[src/rtl/hazard_unit_pkg.sv]
// Shared encodings for the hazard unit: read-timing codes, result availability
// codes, bypass selects and small stage-position helpers.
package hazard_unit_pkg;

  localparam logic [1:0] READ_NOTHING = 2'b00;
  localparam logic [1:0] READ_AT_EX   = 2'b01;
  localparam logic [1:0] READ_AT_MEM  = 2'b10;
  localparam logic [1:0] READ_AT_ID   = 2'b11;

  localparam logic [1:0] AVAIL_EX  = 2'b01;
  localparam logic [1:0] AVAIL_MEM = 2'b10;

  localparam logic [1:0] FWD_REG = 2'b00;
  localparam logic [1:0] FWD_MEM = 2'b01;
  localparam logic [1:0] FWD_WB  = 2'b10;

  localparam int unsigned POS_W = 3;

  // Stage index at which a consumer needs its operand (ID=0, EX=1, MEM=2).
  function automatic logic [POS_W-1:0] read_stage(input logic [1:0] code);
    case (code)
      READ_AT_EX:  return POS_W'(1);
      READ_AT_MEM: return POS_W'(2);
      default:     return POS_W'(0);
    endcase
  endfunction

  // Stage index after which a producer's result can be bypassed.
  function automatic logic [POS_W-1:0] result_pos(input logic [1:0] avail);
    return (avail == AVAIL_MEM) ? POS_W'(3) : POS_W'(2);
  endfunction

endpackage

[src/rtl/hazard_stage_reg.sv]
// One scoreboard entry: valid bit plus opaque payload, with freeze and bubble insert.
module hazard_stage_reg #(
  parameter int unsigned W = 8
) (
  input  logic         clk,
  input  logic         rst_n,
  input  logic         hold,
  input  logic         bubble,
  input  logic         d_valid,
  input  logic [W-1:0] d,
  output logic         q_valid,
  output logic [W-1:0] q
);

  logic         valid_d, valid_q;
  logic [W-1:0] data_d, data_q;

  always_comb begin
    valid_d = valid_q;
    data_d  = data_q;
    if (!hold) begin
      valid_d = d_valid && !bubble;
      data_d  = d;
    end
  end

  always_ff @(posedge clk or negedge rst_n) begin
    if (!rst_n) begin
      valid_q <= 1'b0;
      data_q  <= '0;
    end else begin
      valid_q <= valid_d;
      data_q  <= data_d;
    end
  end

  assign q_valid = valid_q;
  assign q       = data_q;

endmodule

[src/rtl/hazard_unit.sv]
// Stall and bypass-select generation from an EX/MEM/WB writer scoreboard.
// Optional statistics counters are enabled with `define HAZARD_STATS_EN.
module hazard_unit
  import hazard_unit_pkg::*;
#(
  parameter int unsigned RA_W = 5
`ifdef HAZARD_STATS_EN
  , parameter int unsigned STAT_W = 32
`endif
) (
  input  logic            clk,
  input  logic            rst_n,
  input  logic            hold,
  input  logic            id_valid,
  input  logic [RA_W-1:0] id_rs,
  input  logic [RA_W-1:0] id_rt,
  input  logic [1:0]      id_read_rs,
  input  logic [1:0]      id_read_rt,
  input  logic            id_wr_en,
  input  logic [RA_W-1:0] id_wr_reg,
  input  logic [1:0]      id_wr_avail,
  output logic            stall,
  output logic [1:0]      fwd_id_rs,
  output logic [1:0]      fwd_id_rt,
  output logic [1:0]      fwd_ex_rs,
  output logic [1:0]      fwd_ex_rt,
  output logic            fwd_mem_rt
`ifdef HAZARD_STATS_EN
  , output logic [STAT_W-1:0] stat_stall_cycles
  , output logic [STAT_W-1:0] stat_fwd_events
`endif
);

  typedef struct packed {
    logic            wr_en;
    logic [RA_W-1:0] wr_reg;
    logic [1:0]      wr_avail;
    logic [RA_W-1:0] rs;
    logic [RA_W-1:0] rt;
    logic [1:0]      read_rs;
    logic [1:0]      read_rt;
  } entry_t;

  localparam int unsigned ENTRY_W = $bits(entry_t);

  entry_t id_e, ex_e, mem_e, wb_e;
  logic   ex_v, mem_v, wb_v;

  always_comb begin
    id_e = '{wr_en: id_wr_en, wr_reg: id_wr_reg, wr_avail: id_wr_avail,
             rs: id_rs, rt: id_rt, read_rs: id_read_rs, read_rt: id_read_rt};
  end

  hazard_stage_reg #(.W(ENTRY_W)) u_ex (
    .clk(clk), .rst_n(rst_n), .hold(hold), .bubble(stall),
    .d_valid(id_valid), .d(id_e), .q_valid(ex_v), .q(ex_e)
  );

  hazard_stage_reg #(.W(ENTRY_W)) u_mem (
    .clk(clk), .rst_n(rst_n), .hold(hold), .bubble(1'b0),
    .d_valid(ex_v), .d(ex_e), .q_valid(mem_v), .q(mem_e)
  );

  hazard_stage_reg #(.W(ENTRY_W)) u_wb (
    .clk(clk), .rst_n(rst_n), .hold(hold), .bubble(1'b0),
    .d_valid(mem_v), .d(mem_e), .q_valid(wb_v), .q(wb_e)
  );

  function automatic logic hit(input logic v, input entry_t e, input logic [RA_W-1:0] src);
    return v && e.wr_en && (e.wr_reg == src) && (src != '0);
  endfunction

  // Youngest matching writer decides; stall while its result is too late for the reader.
  function automatic logic src_stall(input logic [1:0] code, input logic [RA_W-1:0] src,
                                     input logic v1, input entry_t e1,
                                     input logic v2, input entry_t e2,
                                     input logic v3, input entry_t e3);
    logic [POS_W-1:0] s;
    s = read_stage(code);
    if (code == READ_NOTHING) return 1'b0;
    if (hit(v1, e1, src)) return (s + POS_W'(1)) < result_pos(e1.wr_avail);
    if (hit(v2, e2, src)) return (s + POS_W'(2)) < result_pos(e2.wr_avail);
    if (hit(v3, e3, src)) return (s + POS_W'(3)) < result_pos(e3.wr_avail);
    return 1'b0;
  endfunction

  function automatic logic [1:0] fwd_sel(input logic [1:0] code, input logic [1:0] want,
                                         input logic younger, input logic h_mem,
                                         input logic [1:0] mem_avail, input logic h_wb);
    if ((code != want) || younger) return FWD_REG;
    if (h_mem) return (mem_avail == AVAIL_EX) ? FWD_MEM : FWD_REG;
    if (h_wb) return FWD_WB;
    return FWD_REG;
  endfunction

  always_comb begin
    stall = id_valid &&
            (src_stall(id_read_rs, id_rs, ex_v, ex_e, mem_v, mem_e, wb_v, wb_e) ||
             src_stall(id_read_rt, id_rt, ex_v, ex_e, mem_v, mem_e, wb_v, wb_e));

    fwd_id_rs = fwd_sel(id_read_rs, READ_AT_ID, hit(ex_v, ex_e, id_rs),
                        hit(mem_v, mem_e, id_rs), mem_e.wr_avail, hit(wb_v, wb_e, id_rs));
    fwd_id_rt = fwd_sel(id_read_rt, READ_AT_ID, hit(ex_v, ex_e, id_rt),
                        hit(mem_v, mem_e, id_rt), mem_e.wr_avail, hit(wb_v, wb_e, id_rt));

    fwd_ex_rs = fwd_sel(ex_v ? ex_e.read_rs : READ_NOTHING, READ_AT_EX, 1'b0,
                        hit(mem_v, mem_e, ex_e.rs), mem_e.wr_avail, hit(wb_v, wb_e, ex_e.rs));
    fwd_ex_rt = fwd_sel(ex_v ? ex_e.read_rt : READ_NOTHING, READ_AT_EX, 1'b0,
                        hit(mem_v, mem_e, ex_e.rt), mem_e.wr_avail, hit(wb_v, wb_e, ex_e.rt));

    fwd_mem_rt = mem_v && (mem_e.read_rt == READ_AT_MEM) && hit(wb_v, wb_e, mem_e.rt);
  end

  // Source fields of older entries are carried only so the entry can shift along.
  logic unused_fields;
  assign unused_fields = ^{mem_e.rs, mem_e.read_rs, wb_e.rs, wb_e.rt, wb_e.read_rs, wb_e.read_rt};

`ifdef HAZARD_STATS_EN
  logic [STAT_W-1:0] stall_cnt_d, stall_cnt_q, fwd_cnt_d, fwd_cnt_q;
  logic              fwd_any;

  always_comb begin
    fwd_any     = |{fwd_id_rs, fwd_id_rt, fwd_ex_rs, fwd_ex_rt, fwd_mem_rt};
    stall_cnt_d = stall_cnt_q;
    fwd_cnt_d   = fwd_cnt_q;
    if (!hold && stall && (stall_cnt_q != '1)) stall_cnt_d = stall_cnt_q + STAT_W'(1);
    if (!hold && fwd_any && (fwd_cnt_q != '1)) fwd_cnt_d = fwd_cnt_q + STAT_W'(1);
  end

  always_ff @(posedge clk or negedge rst_n) begin
    if (!rst_n) begin
      stall_cnt_q <= '0;
      fwd_cnt_q   <= '0;
    end else begin
      stall_cnt_q <= stall_cnt_d;
      fwd_cnt_q   <= fwd_cnt_d;
    end
  end

  assign stat_stall_cycles = stall_cnt_q;
  assign stat_fwd_events   = fwd_cnt_q;
`endif

endmodule

[config.mk]
export PLATFORM = sky130hd
export DESIGN_NAME = hazard_unit
export DESIGN_NICKNAME = d
export VERILOG_FILES = /design/src/rtl/hazard_unit_pkg.sv /design/src/rtl/hazard_stage_reg.sv /design/src/rtl/hazard_unit.sv
export SDC_FILE = /design/constraint.sdc
export NUM_CORES = 1
export LEC_CHECK = 0
export BUFFER_PORTS_ARGS = -buffer_cell sky130_fd_sc_hd__buf_2
export CORE_MARGIN = 4
export CORE_UTILIZATION = 38
export DETAILED_ROUTE_END_ITERATION = 7
export GPL_TIMING_DRIVEN = 0
export SYNTH_ARGS = -nofsm -noshare
export SYNTH_HDL_FRONTEND = slang
export SYNTH_SLANG_ARGS = --single-unit
export TNS_END_PERCENT = 20
[constraint.sdc]
create_clock -name clk -period 5.2 [get_ports clk]
set_input_delay 1.04 -clock clk [delete_from_list [all_inputs] [get_ports clk]]
set_output_delay 1.04 -clock clk [all_outputs]
set_load 0.005 [all_outputs]
==> key figures <==
Synthesis
  – Flops & latches, synth: between 40 and 50
  – Mapped Area: around 2800 sq um
  – Yosys warns: 0
  – Ranking of synthesized cells by area: dfrtp_1 (42%), mux2_2 (17%), xnor2_1 (8.6%), xor2_1 (8.6%), ha_1 (3.6%)
  – Largest area contributor in the netlist: dfrtp_1
  – Post-synthesis net count: roughly 280
  – Yosys top cell area share: a little over two fifths
  – Synth Instances: between 200 and 250
  – Syn Area/Cell: roughly 11 sq um
  – Yosys cell types: 30
  – Sequential area share after synthesis: roughly two fifths

Timing
  – Setup TNS: 0 ns
  – Transition time of the tightest slew-check pin: approximately 1 ns
  – Clock period minus final worst setup slack: 3.95 ns
  – RSZ-0062 raised after global routing: no
  – Final period utilization: between 70% and 80%
  – # setup viols final: 0
  – Slew Limit Headroom: between 30% and 40%
  – Setup WS post-layout: 1.25 ns
  – Final Hold Vio Count: 0
  – Worst hold slack: about 0.5 ns
  – Max Fclk: roughly 250 MHz
  – Final clock skew: 0.00442 ns
  – Slew Limit Fails: 0

GRT
  – Global Route Usage Sum: roughly 15%
  – Total grt overflow: 0
  – Antenna violations before repair: 0
  – First-pass GRT wire length: around 10 mm
  – Vias in the first global route: around 2100
  – Largest net degree at the start of global routing: 47

Die
  – Std-Cell Rows: 30
  – I/O pin count: 36
  – Initial core utilization: about two fifths
  – Die height: around 93 um
  – Die area: slightly below 9000 sq um
  – Core Region: approximately 6900 sq um
  – Die width: 93.3 um

Power and ir drop
  – Pwr/cell area: 288 nW/um^2
  – Sw frac: between 30 and 40%
  – Logic pwr share: roughly a quarter
  – Pleak: about 1.3 nW
  – Internal: between 600 and 700 uW
  – Part of the power in registers: 49.1%
  – Clock share of power: around a quarter
  – Maximum vdd drop: 0.000153 V
  – Net Sw Power: approximately 280 uW

Drt
  – DR WL met3: about 190 um
  – DR vias: approximately 2000
  – DRT iter0 DRCs: 88
  – WL met1: 2.93 mm
  – ANT nets after route: 0
  – DRT Pass-1 Iters: 4
  – DR vias/cell: just over 5
  – Post-route DRC violation count: 0
  – WL met2: slightly below 3 mm
  – Post-Route WL: 6.21 mm
  – Highest Signal Layer: met4
  – Wire length per cell: between 15 and 20 um

Clock tree
  – Worst-path clk slew: roughly 0.08 ns
  – Clock buffer count from CTS: 5
  – Clk sinks: between 40 and 50
  – CTS tree: yes
  – Clk_lat worst skew: 0.29 ns
  – Root buffer cell: clkbuf_8
  – Cts hold-fix bufs: 0
  – Setup Fix Bufs, Post-CTS: 0
  – Post-cts sizing count: 0
  – Deepest clock path buffer count: 2
  – H-tree levels: 2

Placement
  – HPWL after DPL: just under 5 mm
  – Gpl congestion: slightly above 0.8
  – Placed Area: 3050 sq um
  – Place WS: about 1.3 ns
  – Port bufs: 33

Worst setup path
  – R2R Path Start: u_ex.q[17]
  – Critical path type: primary input to primary output
  – Worst Path Required: 4.16 ns
  – Crit path max fanout: 5
  – Crit path launch type: primary input
  – WP data arrival: between 2 and 3 ns
  – CP Capture Type: primary output
  – Worst Setup SP: id_rt[1]

Finish
  – Area delta synth->final: 13.6%
  – Final instance area: roughly 3100 sq um
  – Fraction of layout cells with a size suffix above 1: roughly 30%
  – Ant diodes: 0
  – Final nets: roughly 320
  – Finished Core Util: around 45%

Status
  – Status: complete, no violations

Hold path
  – Worst hold path type: register to register
  – Worst Hold Launch: u_ex.q[2]

Job
  – Max-cap viol count: 0
[through the flow]
stage | power, mW | instances
2_1_floorplan | 0.617 | 248
6_report | 0.904 | 385
5_1_grt | 0.963 | 385
3_3_place_gp | 0.682 | 377
3_5_place_dp | 0.689 | 377
4_1_cts | 0.915 | 385
[layout make-up]
cell class / count / area, sq um
clock buffers: 7 / 86.3
inverters: 4 / 15.0
multi-input cells: 181 / 1520
repair buffers: 33 / 165
clock inverters: 1 / 5.00
flip-flops and latches: 46 / 1150
fillers: 687 / 3800
well taps: 96 / 120
plain buffers: 17 / 80.1
[cells in the final DEF (no fill, tap or decap), types with 2 or more instances in the layout]
master,synthesis,routed
nand3b_1,3,3
clkbuf_1,13,14
xor2_1,27,27
nand4_1,7,7
and4_1,3,3
nor2_1,5,5
or4_1,7,7
xnor2_1,27,27
nand2_1,15,15
nor4_1,13,13
clkbuf_8,0,6
dfrtp_1,46,46
o21ai_0,4,4
a21oi_1,2,2
nand2b_1,3,3
buf_2,0,33
inv_1,4,4
buf_1,3,3
ha_1,8,8
nor3_1,6,6
mux2_2,41,41
[worst max-delay path, cell delays in order]
cell    delay, ns
buf_2        0.15
or4_1        0.51
nor2_1       0.26
or4_4        0.20
mux2_4       0.31
o31a_1       0.31
buf_2        0.13
[power groups by stage]
stage               clock network, mW  logic [mW]  registers (mW)
floorplan                           0       0.179           0.438
global placement                    0       0.232           0.450
detailed placement                  0       0.238           0.452
CTS                             0.232       0.238           0.444
global route                    0.246       0.265           0.452
finish                          0.225       0.235           0.444
[kinds of logic after synthesis]
logic type	share of synthesized area [%]
fa+ha+maj	3.62
buf+inv	3.44
simple gates	14.6
compound gates	2.31
flops	41.7
mux	17.3
xor+xnor	17.1
[Yosys cell counts]
cell,count
nor3_1,6
and4_1,3
nand4_1,7
nor4bb_1,1
ha_1,8
clkbuf_1,13
nor4_1,13
inv_1,4
nand2b_1,3
o31a_1,1
xor2_1,27
or4_4,1
xnor2_1,27
o41ai_2,1
or4_1,7
nand3b_1,3
mux2_4,1
nand2_1,15
and4b_1,1
nand3_1,1
buf_12,1
mux2_2,41
dfrtp_1,46
a21oi_1,2
or4_2,1
nor2_1,5
a221oi_1,1
o21ai_0,4
nor3b_1,1
buf_1,3
[state kept, by name (all words and copies together), names as in the netlist]
register / cells
u_ex.q: 22
u_mem.q: 15
u_wb.q: 6
u_ex.q_valid: 1
u_mem.q_valid: 1
u_wb.q_valid: 1
[routing by layer]
layer,track usage (%),up-vias
met1,19.9,985
met2,25.5,34
met4,5.37,0
met5,0,-
li1,-,958
met3,3.30,9
[path summary, 6_finish.rpt]
check	slack, ns	cells past startpoint	end
setup / recovery	1.25	7	stall
hold / removal	0.49	2	u_ex.q[2]
setup reg to reg	3.17	5	u_ex.q_valid
hold reg to reg	0.49	2	u_ex.q[2]
max in group asynchronous	3.67	1	u_mem.q_valid
min in group asynchronous	0.91	1	u_ex.q[11]
No activity file was read; power rests on OpenSTA's default activity.
